File: src/rtl/i2s_sample_tx_if.sv
// Sample-path to I2S transmitter bus: upstream sample pair in, codec serial lines and frame pulses out.
// The master modport is the upstream voice; the slave modport is the transmitter.
interface i2s_sample_tx_if #(
  parameter int SAMPLE_BITS = 16
);
  logic signed [SAMPLE_BITS-1:0] sample_l;
  logic signed [SAMPLE_BITS-1:0] sample_r;
  logic                          in_valid;
  logic                          sample_req;
  logic                          underrun;
  logic                          bclk;
  logic                          pblrc;
  logic                          pbdat;

  modport master (
    output sample_l, sample_r, in_valid,
    input  sample_req, underrun, bclk, pblrc, pbdat
  );

  modport slave (
    input  sample_l, sample_r, in_valid,
    output sample_req, underrun, bclk, pblrc, pbdat
  );
endinterface

File: src/rtl/i2s_sample_tx.sv
// Philips I2S transmitter: one free-running 8-bit mclk counter sets bclk, pblrc and the bit slot;
// a stereo pair is latched at each frame wrap and shifted out MSB first with the one-bit I2S delay.
module i2s_sample_tx #(
  parameter int SAMPLE_BITS = 16,
  parameter bit MONO        = 1'b0
) (
  input logic          mclk,
  input logic          rst_n,
  i2s_sample_tx_if.slave bus
);

  logic [7:0]                    c_q, c_d;
  logic signed [SAMPLE_BITS-1:0] hold_l_q, hold_l_d;
  logic signed [SAMPLE_BITS-1:0] hold_r_q, hold_r_d;
  logic signed [SAMPLE_BITS-1:0] h_sel;
  logic                          latch;
  logic                          bclk_q, bclk_d;
  logic                          pblrc_q, pblrc_d;
  logic                          pbdat_q, pbdat_d;
  logic                          req_q, req_d;
  logic                          ur_q, ur_d;

  // Slot bit s of word h: s=0 is the I2S delay bit, beyond SAMPLE_BITS is zero padding.
  function automatic logic slot_bit(input logic signed [SAMPLE_BITS-1:0] h,
                                    input logic [4:0] s);
    logic bit_v;
    bit_v = 1'b0;
    for (int i = 0; i < SAMPLE_BITS; i++) begin
      if (int'(s) == SAMPLE_BITS - i) bit_v = h[i];
    end
    return bit_v;
  endfunction

  always_comb begin
    latch    = (c_q == 8'd255);
    c_d      = c_q + 8'd1;
    hold_l_d = hold_l_q;
    hold_r_d = hold_r_q;
    if (latch) begin
      if (bus.in_valid) begin
        hold_l_d = bus.sample_l;
        hold_r_d = MONO ? bus.sample_l : bus.sample_r;
      end else begin
        hold_l_d = '0;
        hold_r_d = '0;
      end
    end
    // The latch edge loads c=0 whose slot bit needs no hold data, so the old hold is safe to read.
    h_sel   = c_d[7] ? hold_r_q : hold_l_q;
    pbdat_d = slot_bit(h_sel, c_d[6:2]);
    bclk_d  = c_d[1];
    pblrc_d = c_d[7];
    req_d   = (c_d == 8'd254);
    ur_d    = latch & ~bus.in_valid;
  end

  always_ff @(posedge mclk or negedge rst_n) begin
    if (!rst_n) begin
      c_q      <= 8'd0;
      hold_l_q <= '0;
      hold_r_q <= '0;
      bclk_q   <= 1'b0;
      pblrc_q  <= 1'b0;
      pbdat_q  <= 1'b0;
      req_q    <= 1'b0;
      ur_q     <= 1'b0;
    end else begin
      c_q      <= c_d;
      hold_l_q <= hold_l_d;
      hold_r_q <= hold_r_d;
      bclk_q   <= bclk_d;
      pblrc_q  <= pblrc_d;
      pbdat_q  <= pbdat_d;
      req_q    <= req_d;
      ur_q     <= ur_d;
    end
  end

  assign bus.bclk       = bclk_q;
  assign bus.pblrc      = pblrc_q;
  assign bus.pbdat      = pbdat_q;
  assign bus.sample_req = req_q;
  assign bus.underrun   = ur_q;

endmodule

File: src/flat_wrapper.sv
// flat-port wrapper written by rule: the top's interface ports become plain ports
module i2s_sample_tx_flat 
#(
  parameter int SAMPLE_BITS = 16,
  parameter bit MONO        = 1'b0
)
  (mclk, rst_n, bus_sample_l, bus_sample_r, bus_in_valid, bus_sample_req, bus_underrun, bus_bclk, bus_pblrc, bus_pbdat);
  i2s_sample_tx_if #(.SAMPLE_BITS(SAMPLE_BITS)) bus_i ();
  input logic mclk;
  input logic rst_n;
  input wire logic [$bits(bus_i.sample_l)-1:0] bus_sample_l;
  input wire logic [$bits(bus_i.sample_r)-1:0] bus_sample_r;
  input wire logic [$bits(bus_i.in_valid)-1:0] bus_in_valid;
  output wire logic [$bits(bus_i.sample_req)-1:0] bus_sample_req;
  output wire logic [$bits(bus_i.underrun)-1:0] bus_underrun;
  output wire logic [$bits(bus_i.bclk)-1:0] bus_bclk;
  output wire logic [$bits(bus_i.pblrc)-1:0] bus_pblrc;
  output wire logic [$bits(bus_i.pbdat)-1:0] bus_pbdat;
  assign bus_i.sample_l = bus_sample_l;
  assign bus_i.sample_r = bus_sample_r;
  assign bus_i.in_valid = bus_in_valid;
  assign bus_sample_req = bus_i.sample_req;
  assign bus_underrun = bus_i.underrun;
  assign bus_bclk = bus_i.bclk;
  assign bus_pblrc = bus_i.pblrc;
  assign bus_pbdat = bus_i.pbdat;
  i2s_sample_tx #(.SAMPLE_BITS(SAMPLE_BITS), .MONO(MONO)) u_core (.mclk(mclk), .rst_n(rst_n), .bus(bus_i));
endmodule
File: config.mk
export PLATFORM = sky130hd
export DESIGN_NAME = i2s_sample_tx_flat
export DESIGN_NICKNAME = d
export VERILOG_FILES = /design/src/rtl/i2s_sample_tx_if.sv /design/src/rtl/i2s_sample_tx.sv /design/src/flat_wrapper.sv
export SDC_FILE = /design/constraint.sdc
export NUM_CORES = 1
export LEC_CHECK = 0
export ABC_CLOCK_PERIOD_IN_PS = 2800
export CAP_MARGIN = 20
export CORE_MARGIN = 5
export CORE_UTILIZATION = 53
export CTS_CLUSTER_DIAMETER = 60
export DETAILED_ROUTE_END_ITERATION = 7
export PLACE_DENSITY = 0.8
export SYNTH_ARGS = -nofsm -noshare
export SYNTH_HDL_FRONTEND = slang
export SYNTH_SLANG_ARGS = --single-unit
File: constraint.sdc
create_clock -name mclk -period 2.8 [get_ports mclk]
set_input_delay 0.28 -clock mclk [delete_from_list [all_inputs] [get_ports mclk]]
set_output_delay 0.28 -clock mclk [all_outputs]
set_load 0.03 [all_outputs]
Word-level counts from Yosys, hierarchy flattened
Index checks and enable logic that the tools add are counted.
- input port bits: 35
- word-level logic and storage cells: 48
- output and inout bits: 5
- bits in registers: 45
- bitwise operators: 2
- equal/unequal tests: 18
- add/subtract/negate cells: 1
- mux-type cells: 19
- operator list (operator ; count):
    $mux 16 ; 3
    $eq 5x5->1 const B ; 9
    $eq 5x4->1 const B ; 4
    $eq 8x8->1 const B ; 2
    $mux 1 ; 16
    $eq 5x3->1 const B ; 2
    $add 8x1->8 const B ; 1
    $eq 5x2->1 const B ; 1
    $and 1x1->1 ; 1
    $not 1->1 ; 1

Longest topological paths before layout
Gate-level depths: netlist of the first run.
- word-level depth: 18
- gate-level depth with buffers: 8
- gate-level depth less buffers: 7

Least setup slack after synthesis of the first run
No wires, ideal clock.
- path kind: register -> register
- from: reg u_core.c_q[1]
- to: reg u_core.pbdat_q, in the netlist u_core.bus.pbdat
- stages on the path, launching flop included: 8
- buffers on the path: 1
- data required time: 2.665 ns
- library setup time: 0.135 ns
- arrival time: 1.941 ns
- clock period less this slack: 2.077 ns
- path slack: 0.723 ns
- cell sequence: dfrtp_1 -> ha_1 -> clkbuf_1 -> nand3_1 -> xnor2_1 -> nor2_1 -> a311oi_1 -> nand4_1
- cells in the longest elaborated chain, start to end: 18
- elaborated cells between the ends (all ways): 34
- those cells by class: add/sub (1); eq/ne (16); mux (17)
- ends and longest elaborated chain (element ; line ; source):
    start, declared ; i2s_sample_tx.sv:12 ; logic [7:0] c_q, c_d;
    start signal, assigned ; i2s_sample_tx.sv:59 ; c_q <= 8'd0;
    start signal, assigned ; i2s_sample_tx.sv:68 ; c_q <= c_d;
    $add 8x1->8 (*) ; i2s_sample_tx.sv:36 ; c_d = c_q + 8'd1;
    net u_core.c_d[4] ; i2s_sample_tx.sv:12 ;
    $eq 5x5->1 ; i2s_sample_tx.sv:29 ; if (int'(s) == SAMPLE_BITS - i) bit_v = h[i];
    $mux 1 (15 in a row) ; i2s_sample_tx.sv:29 ;
    $mux 1 (*) ; i2s_sample_tx.sv:29 ;
    net u_core.pbdat_d ; i2s_sample_tx.sv:19 ; logic pbdat_q, pbdat_d;
    end signal, assigned ; i2s_sample_tx.sv:73 ; pbdat_q <= pbdat_d;
    end, declared ; i2s_sample_tx.sv:19 ;
The timed path passes the listed nets; every way through them passes the cells marked *.
A chain may end at the register's enable or synchronous reset.

Final worst setup path of the first run
- from: reg u_core.c_q[5]
- to: reg u_core.pbdat_q, in the netlist u_core.bus.pbdat
- cells in the longest elaborated chain, start to end: 18
- elaborated cells between the ends (all ways): 34
- those cells by class: add/sub (1); eq/ne (16); mux (17)
- ends and longest elaborated chain (element ; line):
    $add 8x1->8 (*) ; i2s_sample_tx.sv:36
    $eq 5x5->1 or $mux 16 (tied branches) ; i2s_sample_tx.sv:29, i2s_sample_tx.sv:49
    $mux 1 (15 in a row) ; i2s_sample_tx.sv:29
    $mux 1 (*) ; i2s_sample_tx.sv:29
    net u_core.pbdat_d ; i2s_sample_tx.sv:19
Marks and branches as above.

==> run_results.csv, run 1 <==
group,metric,value,unit
outcome,run_status,"finished clean",
synthesis,synth_top_family_by_area,"simple AND/OR/NAND/NOR gates",
synthesis,syn_inst,283,
timing,period_minus_slack,2.38,ns
synthesis,synth_cell_types,44,
synthesis,synth.top_cell.area_share,0.451,
route,detail-route-antenna-nets,0,
grt,grt_usage,0.180,
floorplan,dieHeight,77.1,um
layout,fin_nets,348,
clock_network,cts_tree,"done",
clock_network,clkTransAtPathRegs,0.08,ns
grt,grt_first_pass_wirelength,8650,um
synthesis,synthArstFlopShare,1.00,
synthesis,synthMuxAreaShare,0.0231,
floorplan,dieArea,5940,um^2
placed_design,numPortBuffers,39,
route,drc_errors,0,
layout,num-fill-cells,351,
clock_network,cts_root_buffer,"clkbuf_8",
route,drt_first_pass_iters,4,
synthesis,synth_xor_area_frac,0.0220,
timing,fin_crit_sh,0.850,
critical_path,path_class,"reg2reg",
critical_path,path_delay_family,"simple AND/OR/NAND/NOR gates",
synthesis,ys_ff_latch,43,
clock_network,htreeDepth,2,
power_and_ir_drop,intPower,859,uW
critical_path,slowest_delay,0.55,ns
power_and_ir_drop,clkPwrFrac,0.363,
grt,antenna_found_initial,0,
timing,fin_skew,0.00596,ns
power_and_ir_drop,cellPowerDensity,385,nW/um^2
critical_path,path_buf_inv,0,
synthesis,synth.area.top_cells,"dfrtp_1, nand2_1, o21ai_0",
route,vias_per_cell,5.56,
synthesis,synthFlopType,"dfrtp_1",
power_and_ir_drop,combPwrFrac,0.067,
route,drt_wl_total,5090,um
flow_run,cap_viol_max_count,0,
clock_network,ctsResizeCount,0,
timing,rsz0062_at_grt,"no",
floorplan,pin_count,40,
timing,finalMaxSlewViolations,0,
timing,setup_viol,0,
synthesis,syn_avg_cell_area,8.42,um^2
power_and_ir_drop,vdd_drop_max,242,uV
placed_design,routabilityCongestion,0.915,
floorplan,rows,24,
synthesis,yosys.area.top_type,"dfrtp_1",
timing,max_clock_freq,420,MHz
placed_design,place_inst,356,
synthesis,synth_edf_count,0,
floorplan,core_area,4350,um^2
route,drtIter0Drc,210,
floorplan,initial_utilization,0.547,
layout,syn_to_final_growth,18.7,%
power_and_ir_drop,share_seq_of_total_power,0.570,
critical_path,arrival,2.54,ns
critical_path,crit_chain,"and4_1 > a21boi_4 > nor2_2 > mux4_2 > a22oi_2 > nand4_1",
clock_network,post_cts_buffers,0,
critical_path,critPathLaunchType,"flop",
clock_network,cts.sinks,43,
clock_network,clk_latency,0.29,ns
critical_path,critPathRequiredTime,2.97,ns
synthesis,synth-compound-area-share,0.171,
layout,drive_gt1_frac,0.0675,
critical_path,slowest_stage,"mux4_2",
placed_design,dp_hpwl,3780,um
timing,hold_violations,0,
clock_network,cts_hold_buffers,0,
synthesis,netlist_area,2380,um^2
synthesis,syn_nets,320,
critical_path,critical_path.max_fanout,9,
floorplan,die_w,77.1,um
power_and_ir_drop,switchingPower,229,uW
timing,fin_setup_tns,0,ns
synthesis,yosys.area_share.simple,0.260,
power_and_ir_drop,switching_share,0.210,
grt,grt_pass1_vias,1794,
hold_path,min_path_type,"in2async",
layout,n_antenna_cell,0,
route,via_count,2018,
grt,grt_overflow,0,
timing,worst_pin_slew,0.922,ns
grt,grt_max_degree,66,
power_and_ir_drop,p_leak,1.29,nW
layout,final_cells,363,
critical_path,end_kind,"flop",
power_and_ir_drop,power,1.09,mW
synthesis,synth_adder_area_share,0.0105,
route,wl_per_cell,14.0,um
clock_network,cts_buffers,5,
clock_network,cts_buffer_depth,2,
synthesis,ys_seq_area_frac,0.451,
timing,relSlewSlack,0.385,
synthesis,ys_warn_count,0,
-- kinds of logic after synthesis --
kind of cell    Yosys count
buf+inv                  29
compound gates           65
xor+xnor                  6
simple gates            134
fa+ha+maj                 2
mux                       4
flops                    43
-- registers in the layout, indices dropped and copies added, names as in the netlist --
| name | count |
|---|---|
| u_core.hold_l_q | 16 |
| u_core.hold_r_q | 16 |
| u_core.bus.underrun | 1 |
| u_core.c_q | 8 |
| u_core.bus.pbdat | 1 |
| u_core.bus.sample_req | 1 |
-- final cells by class --
cell class | count | area [um^2] | area share
inverters | 7 | 26.3 | 0.00928
multi-input cells | 211 | 1160 | 0.410
clock buffers | 6 | 82.6 | 0.0292
flip-flops and latches | 43 | 1080 | 0.380
well taps | 52 | 65.1 | 0.0230
clock inverters | 1 | 5.00 | 0.00177
repair buffers | 43 | 415 | 0.147
-- synthesized netlist by cell type (2+ instances only) --
cell      count
nand2_1      81
a22oi_1       5
buf_6         5
nand3_1      12
o21ai_0      40
dfrtp_1      43
a32oi_1       2
nand4_1       4
ha_1          2
nand2b_1     10
xor2_1        5
a211oi_1      5
inv_1         7
nor2_1       10
nor4_1        2
mux2_2        2
and3_1        3
clkbuf_1     16
nor3_1        4
-- worst paths after layout --
path,depth (start not counted),from,slack (ns),to
worst max-delay path,6,u_core.c_q[5],0.42,u_core.bus.pbdat
worst min-delay path,1,rst_n,0.12,u_core.hold_r_q[1]
worst max register to register,6,u_core.c_q[5],0.42,u_core.bus.pbdat
worst min register to register,2,u_core.hold_r_q[6],0.48,u_core.hold_r_q[6]
max in group asynchronous,1,rst_n,2.11,u_core.hold_r_q[12]
min in group mclk,2,u_core.hold_r_q[6],0.48,u_core.hold_r_q[6]
-- layout by cell type (no fill, tap or decap), types with 3 or more instances in the layout --
cell type,count
nand2_1,81
dfrtp_1,43
o21ai_0,40
clkdlybuf4s50_1,38
nand3_1,12
nor2_1,10
nand2b_1,10
inv_1,7
clkbuf_8,6
xor2_1,5
a22oi_1,5
a211oi_1,5
nand4_1,4
nor3_1,4
buf_4,4
and3_1,3
-- per-layer routing --
layer,vias up,wire (um),global-route usage
met1,924,2320,0.254
met4,0,93,0.0687
met2,57,2390,0.278
li1,1028,-,-
met5,-,0,0
met3,9,284,0.0304
-- power groups by stage --
stage,Combinational (mW),Sequential (mW),Clock [mW]
finish,0.0732,0.620,0.395
global route,0.0824,0.620,0.431
CTS,0.0750,0.620,0.405
detailed placement,0.0749,0.633,0
global placement,0.0744,0.633,0
floorplan,0.0143,0.633,0
-- stage by stage --
stage	setup WS (ns)	area (um^2)	hold slack, ns	util
CTS	0.452	2830	0.152	0.650
floorplan	0.723	2380	-0.0156	-
finish	0.421	2830	0.122	0.650
global route	0.301	2830	0.220	0.650
global placement	0.570	2740	0.465	0.630
detailed placement	0.473	2740	0.470	0.630
(Power assumes the default switching activity.)
==> run 2, diff against run 1 <==
--- a/config.mk
+++ b/config.mk
@@ -5,7 +5,7 @@
 export SDC_FILE = /design/constraint.sdc
 export NUM_CORES = 1
 export LEC_CHECK = 0
-export ABC_CLOCK_PERIOD_IN_PS = 2800
+export ABC_CLOCK_PERIOD_IN_PS = 2300
 export CAP_MARGIN = 20
 export CORE_MARGIN = 5
 export CORE_UTILIZATION = 53
==> constraint.sdc (replaced) <==
create_clock -name mclk -period 2.3 [get_ports mclk]
set_input_delay 0.23 -clock mclk [delete_from_list [all_inputs] [get_ports mclk]]
set_output_delay 0.23 -clock mclk [all_outputs]
set_load 0.03 [all_outputs]
==> run 2 against run 1 <==
Effect of this change:
- maximum frequency rose by 14%
- wire length rose by 3.3%
- global-route usage rose by 0.96 points
- sequential cell count did not move
- clock power rose by 20%
- final cell count rose by 1.9%
==> run_results.csv, run 2 (synthesis gave the netlist of run 1 again) <==
group,metric,value,unit
outcome,run_status,"finished clean",
clock_network,cts.sinks,43,
grt,grt_usage,0.190,
power_and_ir_drop,power,1.32,mW
floorplan,initial_utilization,0.547,
layout,reg.largest.list,"u_core.hold_l_q (16), u_core.hold_r_q (16), u_core.c_q (8)",
hold_path,min_path_type,"in2async",
critical_path,arrival,2.25,ns
layout,syn_to_final_growth,21.0,%
power_and_ir_drop,cellPowerDensity,458,nW/um^2
placed_design,numPortBuffers,39,
clock_network,cts_root_buffer,"clkbuf_8",
critical_path,path_class,"reg2reg",
placed_design,place_area,2800,um^2
critical_path,critPathRequiredTime,2.46,ns
layout,drive_gt1_frac,0.0912,
timing,fin_crit_sh,0.908,
timing,period_minus_slack,2.09,ns
route,drt_first_pass_iters,4,
clock_network,cts_tree,"done",
placed_design,place_inst,363,
timing,fin_setup_tns,0,ns
power_and_ir_drop,vdd_drop_max,353,uV
critical_path,critical_path.max_fanout,8,
route,drtIter0Drc,139,
critical_path,slowest_delay,0.56,ns
route,drt_wl_total,5260,um
clock_network,cts_buffer_depth,2,
critical_path,rr_worst_depth,6,
route,drc_errors,0,
layout,design_area,2880,um^2
route,via_count,2006,
grt,grt_first_pass_wirelength,9090,um
critical_path,reg2reg_slack,0.21,ns
route,wl_per_cell,14.2,um
critical_path,end_kind,"flop",
floorplan,pin_count,40,
flow_run,cap_viol_max_count,0,
critical_path,slowest_stage,"mux4_2",
grt,grt_pass1_vias,1964,
route,detail-route-antenna-nets,0,
floorplan,dieArea,5940,um^2
timing,fin_skew,0.00635,ns
layout,final_cell_mix,"nand2_1, dfrtp_1, o21ai_0, clkdlybuf4s50_1, nand3_1",
clock_network,clk_latency,0.29,ns
timing,rsz0062_at_grt,"no",
layout,n_antenna_cell,0,
clock_network,cts_hold_buffers,0,
critical_path,critPathLaunchType,"flop",
layout,fin_nets,355,
grt,grt_overflow,0,
grt,grt_max_degree,44,
floorplan,rows,24,
grt,antenna_found_initial,0,
floorplan,dieHeight,77.1,um
clock_network,htreeDepth,2,
timing,finalMaxSlewViolations,0,
route,vias_per_cell,5.42,
floorplan,core_area,4350,um^2
layout,final_common_cell,"nand2_1",
power_and_ir_drop,p_leak,1.32,nW
critical_path,crit_chain,"and4_1 > a21boi_4 > nor2_2 > mux4_2 > a22oi_2 > nand4_1",
layout,final_cells,370,
timing,max_clock_freq,479,MHz
timing,hold_violations,0,
clock_network,clkTransAtPathRegs,0.08,ns
timing,setup_viol,0,
timing,worst_pin_slew,0.929,ns
placed_design,routabilityCongestion,0.912,
placed_design,dp_hpwl,4020,um
floorplan,die_w,77.1,um
clock_network,cts_buffers,5,
timing,relSlewSlack,0.380,
[run 2: cell types whose count changed in the layout (fill, tap and decap cells not counted)]
cell / previous run / this run
buf_4: 4 / 11
and3_2: 0 / 1
and3_1: 3 / 2
[run 2: path summary, 6_finish.rpt]
path	startpoint	to
max	u_core.c_q[2]	u_core.bus.pbdat
min	rst_n	u_core.hold_l_q[1]
max reg2reg	u_core.c_q[2]	u_core.bus.pbdat
min reg2reg	u_core.hold_l_q[0]	u_core.hold_l_q[0]
max in group asynchronous	rst_n	u_core.hold_r_q[9]
min in group mclk	u_core.hold_l_q[0]	u_core.hold_l_q[0]
[run 2: critical path, delay by kind of cell, from the launching register on]
family / cells / cell delay (ns)
AND/OR/NAND/NOR: 3 / 0.65
multiplexers: 1 / 0.56
flip-flops: 1 / 0.50
AO/OA/AOI/OAI: 2 / 0.26
[run 2: through the flow]
step / worst slack, ns / hold slack [ns] / utilization
after floorplan: 0.223 / -0.0656 / -
after global placement: 0.198 / 0.416 / 0.642
after detailed placement: 0.132 / 0.419 / 0.642
after CTS: 0.117 / 0.0999 / 0.662
after global routing: 0.0279 / 0.165 / 0.662
final: 0.212 / 0.0767 / 0.662
[run 2: power breakdown]
group	internal, mW	switching [mW]
registers	0.755	0
logic	0.0555	0.0340
clock network	0.236	0.239
[run 2: per-layer routing]
layer,GRT usage,wire (um)
met1,0.251,2370
met2,0.304,2560
met3,0.0445,243
met4,0.0670,93
met5,0,0
[run 2: final cells by class]
type / count / area (um^2)
clock inverters: 1 / 5.00
fillers: 405 / 1470
flip-flops and latches: 43 / 1080
multi-input cells: 211 / 1160
inverters: 7 / 26.3
repair buffers: 50 / 468
well taps: 52 / 65.1
clock buffers: 6 / 82.6
[run 2: repair_timing]
| item | 4_1_cts | 5_1_grt |
|---|---|---|
| gates resized for setup | 0 | 1 |
| endpoints found under the setup margin | 0 | 1 |
| setup buffers | 0 | 0 |
==> run 3, diff against run 2 <==
--- a/config.mk
+++ b/config.mk
@@ -5,12 +5,13 @@
 export SDC_FILE = /design/constraint.sdc
 export NUM_CORES = 1
 export LEC_CHECK = 0
-export ABC_CLOCK_PERIOD_IN_PS = 2300
-export CAP_MARGIN = 20
+export ABC_CLOCK_PERIOD_IN_PS = 2400
+export CAP_MARGIN = 10
 export CORE_MARGIN = 5
 export CORE_UTILIZATION = 53
 export CTS_CLUSTER_DIAMETER = 60
 export DETAILED_ROUTE_END_ITERATION = 7
+export GPL_ROUTABILITY_DRIVEN = 0
 export PLACE_DENSITY = 0.8
 export SYNTH_ARGS = -nofsm -noshare
 export SYNTH_HDL_FRONTEND = slang
==> constraint.sdc (replaced) <==
create_clock -name mclk -period 2.4 [get_ports mclk]
set_input_delay 0.24 -clock mclk [delete_from_list [all_inputs] [get_ports mclk]]
set_output_delay 0.24 -clock mclk [all_outputs]
set_load 0.03 [all_outputs]
==> run 3 against run 2 <==
Effect of this change:
- global-route usage shrank 1.3 points
- sequential cell count stayed put
- sequential share of layout area increased by 0.18 points
- power down 1.3%
- largest cell class unchanged
- highest routed layer unchanged
==> run_results.csv, run 3 (synthesis gave the netlist of run 1 again) <==
group,metric,value,unit
clock_network,cts.sinks,43,
clock_network,cts_buffer_depth,2,
timing,relSlewSlack,0.384,
timing,finalMaxSlewViolations,0,
placed_design,numPortBuffers,39,
floorplan,dieArea,5940,um^2
power_and_ir_drop,p_leak,1.31,nW
critical_path,path_class,"reg2reg",
timing,setup_viol,0,
outcome,run_status,"finished clean",
critical_path,critPathLaunchType,"flop",
route,vias_per_cell,5.52,
layout,final_core_util,0.659,
grt,grt_overflow,0,
clock_network,cts_root_buffer,"clkbuf_8",
critical_path,rr_worst_depth,6,
grt,busiest_layer,"met2",
route,wl_per_cell,13.9,um
route,detail-route-antenna-nets,0,
layout,final_cells,366,
critical_path,critical_path.max_fanout,8,
clock_network,clkTransAtPathRegs,0.08,ns
grt,grt_usage,0.177,
clock_network,post_cts_buffers,0,
timing,fin_crit_sh,0.921,
layout,reg.largest.list,"u_core.hold_l_q (16), u_core.hold_r_q (16), u_core.c_q (8)",
placed_design,place_inst,358,
grt,grt_max_degree,66,
floorplan,rows,24,
grt,antenna_found_initial,0,
clock_network,cts_buffers,5,
clock_network,clk_latency,0.29,ns
clock_network,htreeDepth,2,
timing,rsz0062_at_grt,"no",
grt,grt_pass1_vias,1882,
hold_path,min_path_type,"in2async",
layout,drive_gt1_frac,0.0732,
power_and_ir_drop,power,1.30,mW
floorplan,dieHeight,77.1,um
timing,worst_pin_slew,0.924,ns
layout,final_cell_mix,"nand2_1, dfrtp_1, o21ai_0, clkdlybuf4s50_1, nand3_1",
clock_network,cts_hold_buffers,0,
timing,fin_skew,0.00479,ns
timing,period_minus_slack,2.21,ns
grt,grt_first_pass_wirelength,8620,um
layout,n_antenna_cell,0,
critical_path,arrival,2.37,ns
grt,met3_usage,0.0363,
layout,regArea,1080,um^2
timing,fin_setup_tns,0,ns
layout,fin_nets,350,
layout,syn_to_final_growth,20.4,%
timing,hold_slack,0.0883,ns
floorplan,core_area,4350,um^2
flow_run,cap_viol_max_count,0,
floorplan,die_w,77.1,um
power_and_ir_drop,cellPowerDensity,454,nW/um^2
timing,hold_violations,0,
critical_path,reg2reg_slack,0.19,ns
floorplan,pin_count,40,
layout,multi_input_area,1160,um^2
clock_network,ctsResizeCount,0,
critical_path,end_kind,"flop",
layout,final_common_cell,"nand2_1",
route,via_count,2019,
layout,num-fill-cells,373,
route,drtIter0Drc,168,
critical_path,critPathRequiredTime,2.56,ns
clock_network,cts_tree,"done",
timing,max_clock_freq,452,MHz
floorplan,initial_utilization,0.547,
route,drt_wl_total,5070,um
route,drc_errors,0,
power_and_ir_drop,vdd_drop_max,384,uV
route,drt_first_pass_iters,4,
grt,gr-usage-met1,0.231,
grt,grt_util_met2,0.292,
placed_design,dp_hpwl,3750,um
run 3: final cells by class:
class,count,share of cell area
sequential,43,0.375
tap,52,0.0227
timing repair buffer,45,0.154
clock buffer,8,0.0349
inverter,7,0.00915
multi-input combinational,211,0.404
run 3: final timing paths:
kind / startpoint / to
max in group asynchronous: rst_n / u_core.hold_l_q[9]
setup reg to reg: u_core.c_q[6] / u_core.bus.pbdat
hold / removal: rst_n / u_core.hold_r_q[3]
min in group mclk: u_core.hold_r_q[10] / u_core.hold_r_q[10]
hold reg to reg: u_core.hold_r_q[10] / u_core.hold_r_q[10]
setup / recovery: u_core.c_q[6] / u_core.bus.pbdat
run 3: stage by stage:
stage,area [um^2],worst slack (ns)
2_1_floorplan,2380,0.323
3_3_place_gp,2770,0.298
3_5_place_dp,2770,0.217
4_1_cts,2870,0.203
5_1_grt,2870,0.0804
6_report,2870,0.190
run 3: worst max-delay path: stages, from the launching register on:
cell and delay (ns):
dfrtp_1 0.49, and3_1 0.39, a21boi_4 0.13, nor2_2 0.26, mux4_2 0.55, a22oi_2 0.16, nand4_1 0.10
run 3: where the power goes:
group	internal, mW	switching [mW]
combinational	0.0531	0.0320
clock	0.263	0.230
sequential	0.724	0
run 3: routing by layer:
metal	share of wire	routed length, um
met1	0.43	2180
met2	0.49	2490
met3	0.063	318
met4	0.015	77
met5	0	0
